File: config.mk
export PLATFORM = sky130hd
export DESIGN_NAME = qupls_reglist_seq
export DESIGN_NICKNAME = d
export VERILOG_FILES = /design/src/rtl/qupls_reglist_seq.sv
export SDC_FILE = /design/constraint.sdc
export NUM_CORES = 1
export LEC_CHECK = 0
export ABC_AREA = 1
export CORE_MARGIN = 2
export CORE_UTILIZATION = 45
export CTS_BUF_LIST = sky130_fd_sc_hd__clkbuf_8 sky130_fd_sc_hd__clkbuf_16
export DETAILED_ROUTE_END_ITERATION = 8
export DONT_BUFFER_PORTS = 1
export GPL_ROUTABILITY_DRIVEN = 0
export PLACE_DENSITY = 0.67
export SLEW_MARGIN = 20
export SYNTH_ARGS = -nofsm -noshare
export SYNTH_HDL_FRONTEND = slang
export SYNTH_SLANG_ARGS = --single-unit
File: constraint.sdc
create_clock -name clk_i -period 37.9 [get_ports clk_i]
set_input_delay 1.895 -clock clk_i [delete_from_list [all_inputs] [get_ports clk_i]]
set_output_delay 1.895 -clock clk_i [all_outputs]
set_load 0.01 [all_outputs]
File: src/rtl/qupls_reglist_seq.sv
// Register bit-list sequencer: walks a 64-bit register bitmap four registers per
// enabled cycle and presents the register numbers to the extract stage.

package QuplsPkg;
    localparam int unsigned AREGNO_W = 7;
    typedef logic [AREGNO_W-1:0] aregno_t;
endpackage

module qupls_reglist_seq
    import QuplsPkg::*;
(
    input  logic          clk_i,
    input  logic          rst_ni,
    input  logic          en_i,
    input  logic          flush_i,
    input  logic          start_i,
    input  logic [63:0]   mask_i,
    output logic [6:0]    iRn0_o,
    output logic [6:0]    iRn1_o,
    output logic [6:0]    iRn2_o,
    output logic [6:0]    iRn3_o,
    output aregno_t       regcnt_o,
    output logic          busy_o,
    output logic          last_o
);

    localparam int unsigned MASK_W  = 64;
    localparam int unsigned SLOTS   = 4;
    localparam int unsigned RN_W    = 7;
    localparam logic [RN_W-1:0] NO_REG = 7'h7F;

    logic [MASK_W-1:0]           rem_q, rem_d;
    logic [SLOTS-1:0][RN_W-1:0]  irn_q, irn_d;
    aregno_t                     regcnt_q, regcnt_d;

    logic [MASK_W-1:0]           src_c;
    logic [MASK_W-1:0]           left_c;
    logic [SLOTS-1:0][RN_W-1:0]  grp_c;
    logic [2:0]                  nfound_c;

    // Pick the four lowest set bits of the active source mask; left_c is what remains.
    always_comb begin
        src_c    = (rem_q != '0) ? rem_q : mask_i;
        left_c   = src_c;
        grp_c    = {SLOTS{NO_REG}};
        nfound_c = 3'd0;
        for (int i = 0; i < int'(MASK_W); i++) begin
            if (left_c[i] && (nfound_c < 3'd4)) begin
                grp_c[nfound_c[1:0]] = {1'b0, 6'(i)};
                left_c[i]            = 1'b0;
                nfound_c             = nfound_c + 3'd1;
            end
        end
    end

    // Next-state selection: flush, stall, continue list, start list, or idle.
    always_comb begin
        rem_d    = rem_q;
        irn_d    = irn_q;
        regcnt_d = regcnt_q;
        if (flush_i) begin
            rem_d    = '0;
            irn_d    = {SLOTS{NO_REG}};
            regcnt_d = '0;
        end else if (en_i) begin
            if (rem_q != '0) begin
                // A pending remainder implies the previous group was full.
                rem_d    = left_c;
                irn_d    = grp_c;
                regcnt_d = AREGNO_W'(regcnt_q + AREGNO_W'(SLOTS));
            end else if (start_i) begin
                rem_d    = left_c;
                irn_d    = grp_c;
                regcnt_d = '0;
            end else begin
                irn_d    = {SLOTS{NO_REG}};
                regcnt_d = '0;
            end
        end
    end

    // State registers.
    always_ff @(posedge clk_i or negedge rst_ni) begin
        if (!rst_ni) begin
            rem_q    <= '0;
            irn_q    <= {SLOTS{NO_REG}};
            regcnt_q <= '0;
        end else begin
            rem_q    <= rem_d;
            irn_q    <= irn_d;
            regcnt_q <= regcnt_d;
        end
    end

    assign iRn0_o   = irn_q[0];
    assign iRn1_o   = irn_q[1];
    assign iRn2_o   = irn_q[2];
    assign iRn3_o   = irn_q[3];
    assign regcnt_o = regcnt_q;
    assign busy_o   = (rem_q != '0);
    assign last_o   = (irn_q[0] != NO_REG) && (rem_q == '0);

endmodule

* Word-level counts from Yosys, hierarchy flattened *
Index checks and enable logic that the tools add are counted.
W data, S select, Z words.

operators by class
  reductions and logical operators = 132
  bitwise logic cells = 189
  equal/unequal tests = 1
  order comparisons = 189
  multiplexer cells = 328
  add/sub/neg operators = 63

operators by type and width
  kind                   number
  $mux W28               67
  $demux W7 S2           63
  $mux W7                67
  $and A16 B16 Y16       20
  $mux W64               5
  $not A16 Y16           20
  $and A20 B20 Y20       15
  $not A20 Y20           15
  $or A12 B12 Y12        20
  $or A16 B16 Y16        15
  $lt A2 B3 Y1 const B   63
  $lt A3 B3 Y1 const B   63
  $add A3 B1 Y3 const B  62
  $mux W3                62
  $and A12 B12 Y12       15
  $not A12 Y12           15
  $and A24 B24 Y24       6
  $not A24 Y24           6
  $logic_and A1 B1 Y1    127
  $ge A2 B1 Y1 const B   63
  $or A20 B20 Y20        6
  $or A8 B8 Y8           15
  $logic_not A64 Y1      1
  $mux W1                64
  12 further kinds       27

word-level totals
  output and inout bits = 37
  flip-flop bits (word level) = 99
  input bits = 69

* Longest topological paths before layout *
Gate-level depths: netlist of the first run.

  depth in word-level cells = 200
  depth in mapped cells = 264

* Worst setup path before layout of the first run *
No wires, ideal clock.

  kind = input -> register
  start = in mask_i[1]
  end = reg irn_q, in the netlist iRn0_o[3]
  path slack = -3.846 ns
  required time = 37.805 ns
  path buffers = 0
  setup time = 0.095 ns
  stages on the path = 232
  data arrival time = 41.651 ns
  cell sequence = inv_1 nor2_1 ha_1 nand4_1 nand2_1 inv_1 ha_1 inv_1 o21ai_0 ha_1 inv_1 o21ai_0 ha_1 nand2_1 nand2_1 ha_1 inv_1 o21ai_0 [196 not listed] inv_1 ha_1 or2_1 nand2_1 inv_1 ha_1 or2_2 nand2_1 inv_1 ha_1 nand2_1 nand2_1 inv_1 ha_1 nand2_1 nand2_1 a2111oi_1 a22oi_2

on the way
  word-level cells in the longest chain between the ends = 196

ends and longest elaborated chain
  element                        RTL line  source
  start: declaration             17        input logic [63:0] mask_i,
  $mux W64 *                     43        src_c = (rem_q != '0) ? rem_q : mask_i;
  $logic_and A1 B1 Y1 *          48        if (left_c[i] && (nfound_c < 3'd4)) begin
  $mux W3                        48
  $lt A3 B3 Y1                   48
  $logic_and A1 B1 Y1            48
  $mux W3                        48
  $lt A3 B3 Y1                   48
  $logic_and A1 B1 Y1            48
  [180 not listed]               -
  $mux W7 (implied by the code)  49        grp_c[nfound_c[1:0]] = {1'b0, 6'(i)};
  $demux W7 S2                   49
  $or A24 B24 Y24 (no line)      -
  $mux W28 *                     48
  $mux W28                       71        end else if (start_i) begin
  $mux W28 *                     66        if (rem_q != '0) begin
  $mux W28 *                     65        end else if (en_i) begin
  $mux W28 *                     61        if (flush_i) begin
  end signal: assignment         86        irn_q <= {SLOTS{NO_REG}};
  end signal: assignment         90        irn_q <= irn_d;
  end: declaration               33        logic [SLOTS-1:0][RN_W-1:0] irn_q, irn_d;

Mark *: on every way between the ends. The rest lies on a longest branch, timed or not. The select of a mux whose other input is x is not followed.
A chain may end at the register's enable or synchronous reset.

* Worst setup path in the final report of the first run *
  start = in mask_i[1]
  end = reg irn_q, in the netlist iRn0_o[2]

Same word-level chain as after synthesis.

==> results.py, run 1 <==
metrics = {
    "detailed_routing": {
        "firstDrtPassIters": 6,
        "num_vias": 17030,
        "drc": 0,
        "post_drt_wl_per_cell_um": 15.80,
        "post_drt_via_cell_ratio": 5.377,
        "wl_um": 50040,
        "ant_nets": 0,
        "drt_iter0_drc": 1251,
    },
    "floorplanning": {
        "die_area_sq_um": 38240,
        "boundaryPins": 106,
        "die_w_um": 195.6,
        "coreArea_sq_um": 36350,
        "fp.dieH_um": 195.6,
        "start_util_pct": 45.43,
        "rows": 70,
    },
    "synthesis": {
        "netlist.area_leader.share_pct": 17.58,
        "synthCells": 2515,
        "syn-cell-area_sq_um": 16510,
        "post-synth-top-area-cell": "ha_1",
        "synth-seq-cells": 94,
        "ys_warn_count": 0,
        "seq_area_frac_synth_pct": 14.46,
        "synth.area.top_cells": "ha_1, nand2_1, inv_1",
        "avgSynthCellArea_sq_um": 6.565,
        "synth_cell_types": 69,
    },
    "worst_setup_path": {
        "worstSetupPathType": "input pin to flop",
        "cp.arrival_ps": 36850,
        "cp-end-kind": "flop",
        "cp.required_ps": 38210,
        "critical_path.max_stage_delay_ps": 420,
        "worstSetupStartpointType": "input pin",
        "cpMaxStageDelayCell": "a311oi_1",
        "crit_top_cell": "nand2_2",
        "worstPathMaxFanout": 4,
    },
    "clock_tree": {
        "clock_path_buffers": 2,
        "clk_pin_slew_worst_paths_ps": 90,
        "cts_tree": "built",
        "cts_buffers": 9,
        "clock-sinks": 94,
        "htreeDepth": 3,
        "ctsRootBufferMaster": "clkbuf_16",
        "clk_latency_ps": 400,
    },
    "timing": {
        "holdWs_ps": 511.2,
        "worstMarginPinSlew_ps": 780.4,
        "final_max_slew_viol_count": 0,
        "max_freq_ghz": 0.02736,
        "finalSetupViolCount": 0,
        "skew_ps": 14.66,
        "final.setup.worst_slack_ps": 1357,
        "fin_crit_sh_pct": 96.42,
        "period_needed_ps": 36540,
        "relSlewSlack_pct": 47.98,
        "hold_violations": 0,
    },
    "placed_design": {
        "dpl.hpwl_um": 40400,
        "postPlaceCellArea_sq_um": 18340,
        "place_ws_ps": -1079,
        "port-buffer-count": 0,
    },
    "outcome": {
        "run_status": "complete, no violations",
    },
    "grt": {
        "grt_antenna_before_repair": 1,
        "gr-total-overflow": 0,
        "groute.usage.overall_pct": 25.54,
        "grt_pass1_vias": 16460,
        "grt_pass1_wl_um": 79530,
        "grt_max_degree": 95,
    },
    "finish": {
        "drive_gt1_share_pct": 28.52,
        "final_area_sq_um": 19570,
        "diodes": 0,
        "areaGrowthSynthToFinish_pct": 18.51,
        "fillers": 3483,
        "nets": 2996,
    },
    "hold_path": {
        "min_path_type": "flop to flop",
    },
    "run": {
        "drv_cap": 0,
    },
}
==> routing by layer <==
metal	vias up	GRT usage, %	wire, um
met3	83	4.266	2934
met2	473	44.31	23450
met4	0	6.531	1254
li1	8520	-	-
met5	-	0	0
met1	7957	32.82	22400
==> metrics by stage <==
step / cells / utilization, % / setup TNS (ps)
after global placement: 3102 / 50.45 / -20.00
after detailed placement: 3102 / 50.45 / -24890
after global routing: 3168 / 53.83 / -4684
final: 3168 / 53.83 / 0
after floorplan: 2516 / - / 0
after CTS: 3139 / 52.11 / 0
==> layout make-up <==
type	instances	area [sq um]	share of cell area, %
Inverter	525	2029	10.37
Multi-Input combinational cell	1867	12750	65.16
Tap cell	468	585.6	2.993
Timing Repair Buffer	198	1499	7.661
Clock inverter	7	91.34	0.4668
Sequential cell	94	2387	12.20
Clock buffer	9	225.2	1.151
==> worst max-delay path: cells and delay by family <==
family / cells / cell delay (ps)
buf+inv: 59 / 3570
simple gates: 102 / 14950
fa+ha+maj: 59 / 14610
compound gates: 13 / 1850
==> synth_stat cells, drive strengths merged <==
cell type	number
nand2	660
inv	513
nand3	272
ha	232
nor2	204
o21ai	127
a21oi	80
dfrtp	66
o32ai	48
o22ai	47
or2	43
nand4	30
dfstp	28
nor3	17
nor4	17
a22oi	15
clkbuf	15
a31oi	14
buf	14
clkinv	10
o2111ai	7
o211ai	7
a2111oi	6
a221oi	6
a21boi	4
nand3b	4
a211oi	3
a221o	3
nor3b	3
o31ai	3
a311oi	2
bufinv	2
xor2	2
a22o	1
a41o	1
and2	1
and3	1
conb	1
dlygate4sd3	1
nor4b	1
o21bai	1
o221ai	1
o311ai	1
o41ai	1
==> cell usage in the layout (no fill, tap or decap), types with 30 or more instances in the layout <==
cell / instances
a21oi_1: 50
buf_4: 197
dfrtp_1: 66
ha_1: 202
inv_1: 422
inv_2: 83
nand2_1: 482
nand2_2: 133
nand2_4: 45
nand3_1: 216
nand3_2: 44
nand4_1: 30
nor2_1: 141
nor2_4: 35
o21ai_0: 99
o22ai_1: 47
o32ai_1: 48
==> sequential cells by signal (all words and copies together) (netlist names) <==
name	count
rem_q	61
iRn0_o	7
iRn1_o	7
iRn2_o	7
iRn3_o	7
regcnt_o	5
==> cells by family (layout without fill, tap and decap cells) <==
| kind of cell | Yosys count | in the layout | synth area share [%] |
|---|---|---|---|
| AND/OR/NAND/NOR | 1253 | 1253 | 38.56 |
| buffers and inverters | 555 | 739 | 13.37 |
| AO/OA/AOI/OAI | 378 | 378 | 15.91 |
| adder cells (fa/ha/maj) | 232 | 232 | 17.58 |
| flip-flops | 94 | 94 | 14.46 |
| XOR/XNOR | 2 | 2 | 0.1061 |
| other | 1 | 2 | 0.02271 |
==> timing repair <==
action	4_1_cts	5_1_grt
resized for setup	31	97
pin swaps	29	54
gates cloned	0	0
setup endpoints to repair	26	29
hold buffers	0	0
setup buffers	21	29
==> path summary, 6_finish.rpt <==
path	startpoint	depth (start not counted)	slack [ps]	end
setup / recovery	mask_i[1]	233	1360	iRn0_o[2]
hold / removal	iRn3_o[5]	2	510	iRn3_o[5]
setup reg to reg	rem_q[48]	238	1400	iRn0_o[2]
hold reg to reg	iRn3_o[5]	2	510	iRn3_o[5]
max in group asynchronous	rst_ni	0	36490	iRn1_o[6]
min in group asynchronous	rst_ni	0	1190	rem_q[10]
Power of run 1 is not shown: default switching activity piles up to over one toggle a cycle in this logic, so the estimate is an artifact.
==> inputs of run 2 (changes only) <==
--- a/config.mk
+++ b/config.mk
@@ -6,14 +6,17 @@
 export NUM_CORES = 1
 export LEC_CHECK = 0
 export ABC_AREA = 1
+export CELL_PAD_IN_SITES_DETAIL_PLACEMENT = 1
+export CELL_PAD_IN_SITES_GLOBAL_PLACEMENT = 2
 export CORE_MARGIN = 2
-export CORE_UTILIZATION = 45
+export CORE_UTILIZATION = 34
 export CTS_BUF_LIST = sky130_fd_sc_hd__clkbuf_8 sky130_fd_sc_hd__clkbuf_16
 export DETAILED_ROUTE_END_ITERATION = 8
 export DONT_BUFFER_PORTS = 1
 export GPL_ROUTABILITY_DRIVEN = 0
-export PLACE_DENSITY = 0.67
+export PLACE_DENSITY = 0.85
 export SLEW_MARGIN = 20
 export SYNTH_ARGS = -nofsm -noshare
 export SYNTH_HDL_FRONTEND = slang
 export SYNTH_SLANG_ARGS = --single-unit
+export TNS_END_PERCENT = 5
==> run 2 against run 1 <==
Worst setup slack worse by 18 ps. Die area up 32%. Count of clock-buffer cells in the layout increased by 1. Via count grew 1.7%. Flip-flop and latch count did not move. Core utilization shrank 12 points. Register-to-register slack improved by 40 ps. Critical path type unchanged. Largest cell class unchanged.
==> results.py, run 2 (same netlist as run 1, synthesis figures left out) <==
metrics = {
    "grt": {
        "groute.usage.overall_pct": 23.86,
        "grt_antenna_before_repair": 1,
        "grt_max_degree": 95,
        "grt_pass1_wl_um": 95790,
        "gr-total-overflow": 0,
        "grt_pass1_vias": 18360,
    },
    "hold_path": {
        "min_path_type": "flop to flop",
    },
    "timing": {
        "relSlewSlack_pct": 41.73,
        "holdWs_ps": 512.3,
        "skew_ps": 18.37,
        "finalSetupViolCount": 0,
        "hold_violations": 0,
        "tns_ps": 0,
        "final_max_slew_viol_count": 0,
        "fin_crit_sh_pct": 96.47,
        "worstMarginPinSlew_ps": 852.1,
        "period_needed_ps": 36560,
        "max_freq_ghz": 0.02735,
    },
    "detailed_routing": {
        "drc": 0,
        "highest_layer": "met5",
        "wl_met3_um": 2001,
        "firstDrtPassIters": 5,
        "post_drt_wl_per_cell_um": 18.23,
        "num_vias": 17330,
        "ant_nets": 0,
        "post_drt_via_cell_ratio": 5.190,
        "drt_iter0_drc": 759,
        "wl_um": 60870,
        "drt-met1-wl_um": 28660,
        "dr_wl_met2_um": 29000,
    },
    "worst_setup_path": {
        "worstSetupStartpointType": "input pin",
        "cp.arrival_ps": 36900,
        "critical_path.max_stage_delay_ps": 330,
        "cp-end-kind": "flop",
        "crit_top_cell": "nand2_2",
        "worstPathMaxFanout": 4,
        "cpMaxStageDelayCell": "ha_2",
        "worstSetupPathType": "input pin to flop",
        "cp.required_ps": 38240,
    },
    "finish": {
        "layout_commonest_cell": "nand2_1",
        "final_area_sq_um": 20040,
        "drive_gt1_share_pct": 29.49,
        "fillers": 6188,
        "regMostFlops": "rem_q",
        "nets": 3019,
        "largest_reg_flops": 61,
        "layout_common_cells": "nand2_1, inv_1, buf_4",
        "areaGrowthSynthToFinish_pct": 21.36,
    },
    "clock_tree": {
        "cts_tree": "built",
        "clock_path_buffers": 2,
        "hold_buffers": 0,
        "ctsRootBufferMaster": "clkbuf_16",
        "htreeDepth": 3,
        "clk_latency_ps": 420,
        "clock-sinks": 94,
        "clk_pin_slew_worst_paths_ps": 80,
        "cts_buffers": 9,
    },
    "floorplanning": {
        "fp.dieH_um": 224.4,
        "die_area_sq_um": 50340,
        "boundaryPins": 106,
        "start_util_pct": 34.51,
        "die_w_um": 224.4,
        "coreArea_sq_um": 47850,
        "rows": 80,
    },
    "placed_design": {
        "dpl.hpwl_um": 49430,
        "postPlaceCellArea_sq_um": 18790,
        "port-buffer-count": 0,
    },
    "outcome": {
        "run_status": "complete, no violations",
    },
    "run": {
        "drv_cap": 0,
    },
}
==> run 2: per-layer routing <==
metal  vias up  GRT usage [%]
met2       255          41.15
met3        60          2.665
met4         2          6.174
met5         -              0
met1      8459          31.59
li1       8552              -
==> run 2: timing repair <==
action | 4_1_cts | 5_1_grt
endpoints found under the setup margin | 26 | 28
buffers inserted | 20 | 16
pin swaps | 39 | 46
resized for setup | 58 | 91
==> run 2: critical path, delay by kind of cell <==
family | cells | cell delay, ps
compound gates | 14 | 1600
fa+ha+maj | 59 | 14550
buf+inv | 64 | 4000
simple gates | 102 | 14730
==> run 2: layout make-up <==
class / instances / area (sq um) / area share, %
clock buffers: 10 / 250.2 / 1.249
well taps: 615 / 769.5 / 3.840
flip-flops and latches: 94 / 2387 / 11.91
clock inverters: 6 / 67.56 / 0.3372
inverters: 525 / 2039 / 10.18
diodes: 1 / 2.502 / 0.01249
repair buffers: 221 / 1659 / 8.280
multi-input cells: 1867 / 12860 / 64.19
==> run 2: final timing paths <==
check / to / from / depth (start not counted) / slack, ps
max: iRn1_o[5] / mask_i[1] / 239 / 1340
min: iRn3_o[5] / iRn3_o[5] / 2 / 510
max reg2reg: iRn1_o[5] / rem_q[40] / 244 / 1440
min reg2reg: iRn3_o[5] / iRn3_o[5] / 2 / 510
max in group asynchronous: iRn1_o[5] / rst_ni / 0 / 36490
min in group asynchronous: rem_q[3] / rst_ni / 0 / 1160
==> run 2: through the flow <==
step,cells,util (%),worst slack [ps]
finish,3339,41.88,1339
global route,3338,41.88,-204.2
CTS,3322,40.80,-17.28
detailed placement,3286,39.28,-1663
floorplan,2516,-,2.967
global placement,3286,39.28,59.14
Power of run 2 is left out for the same reason.
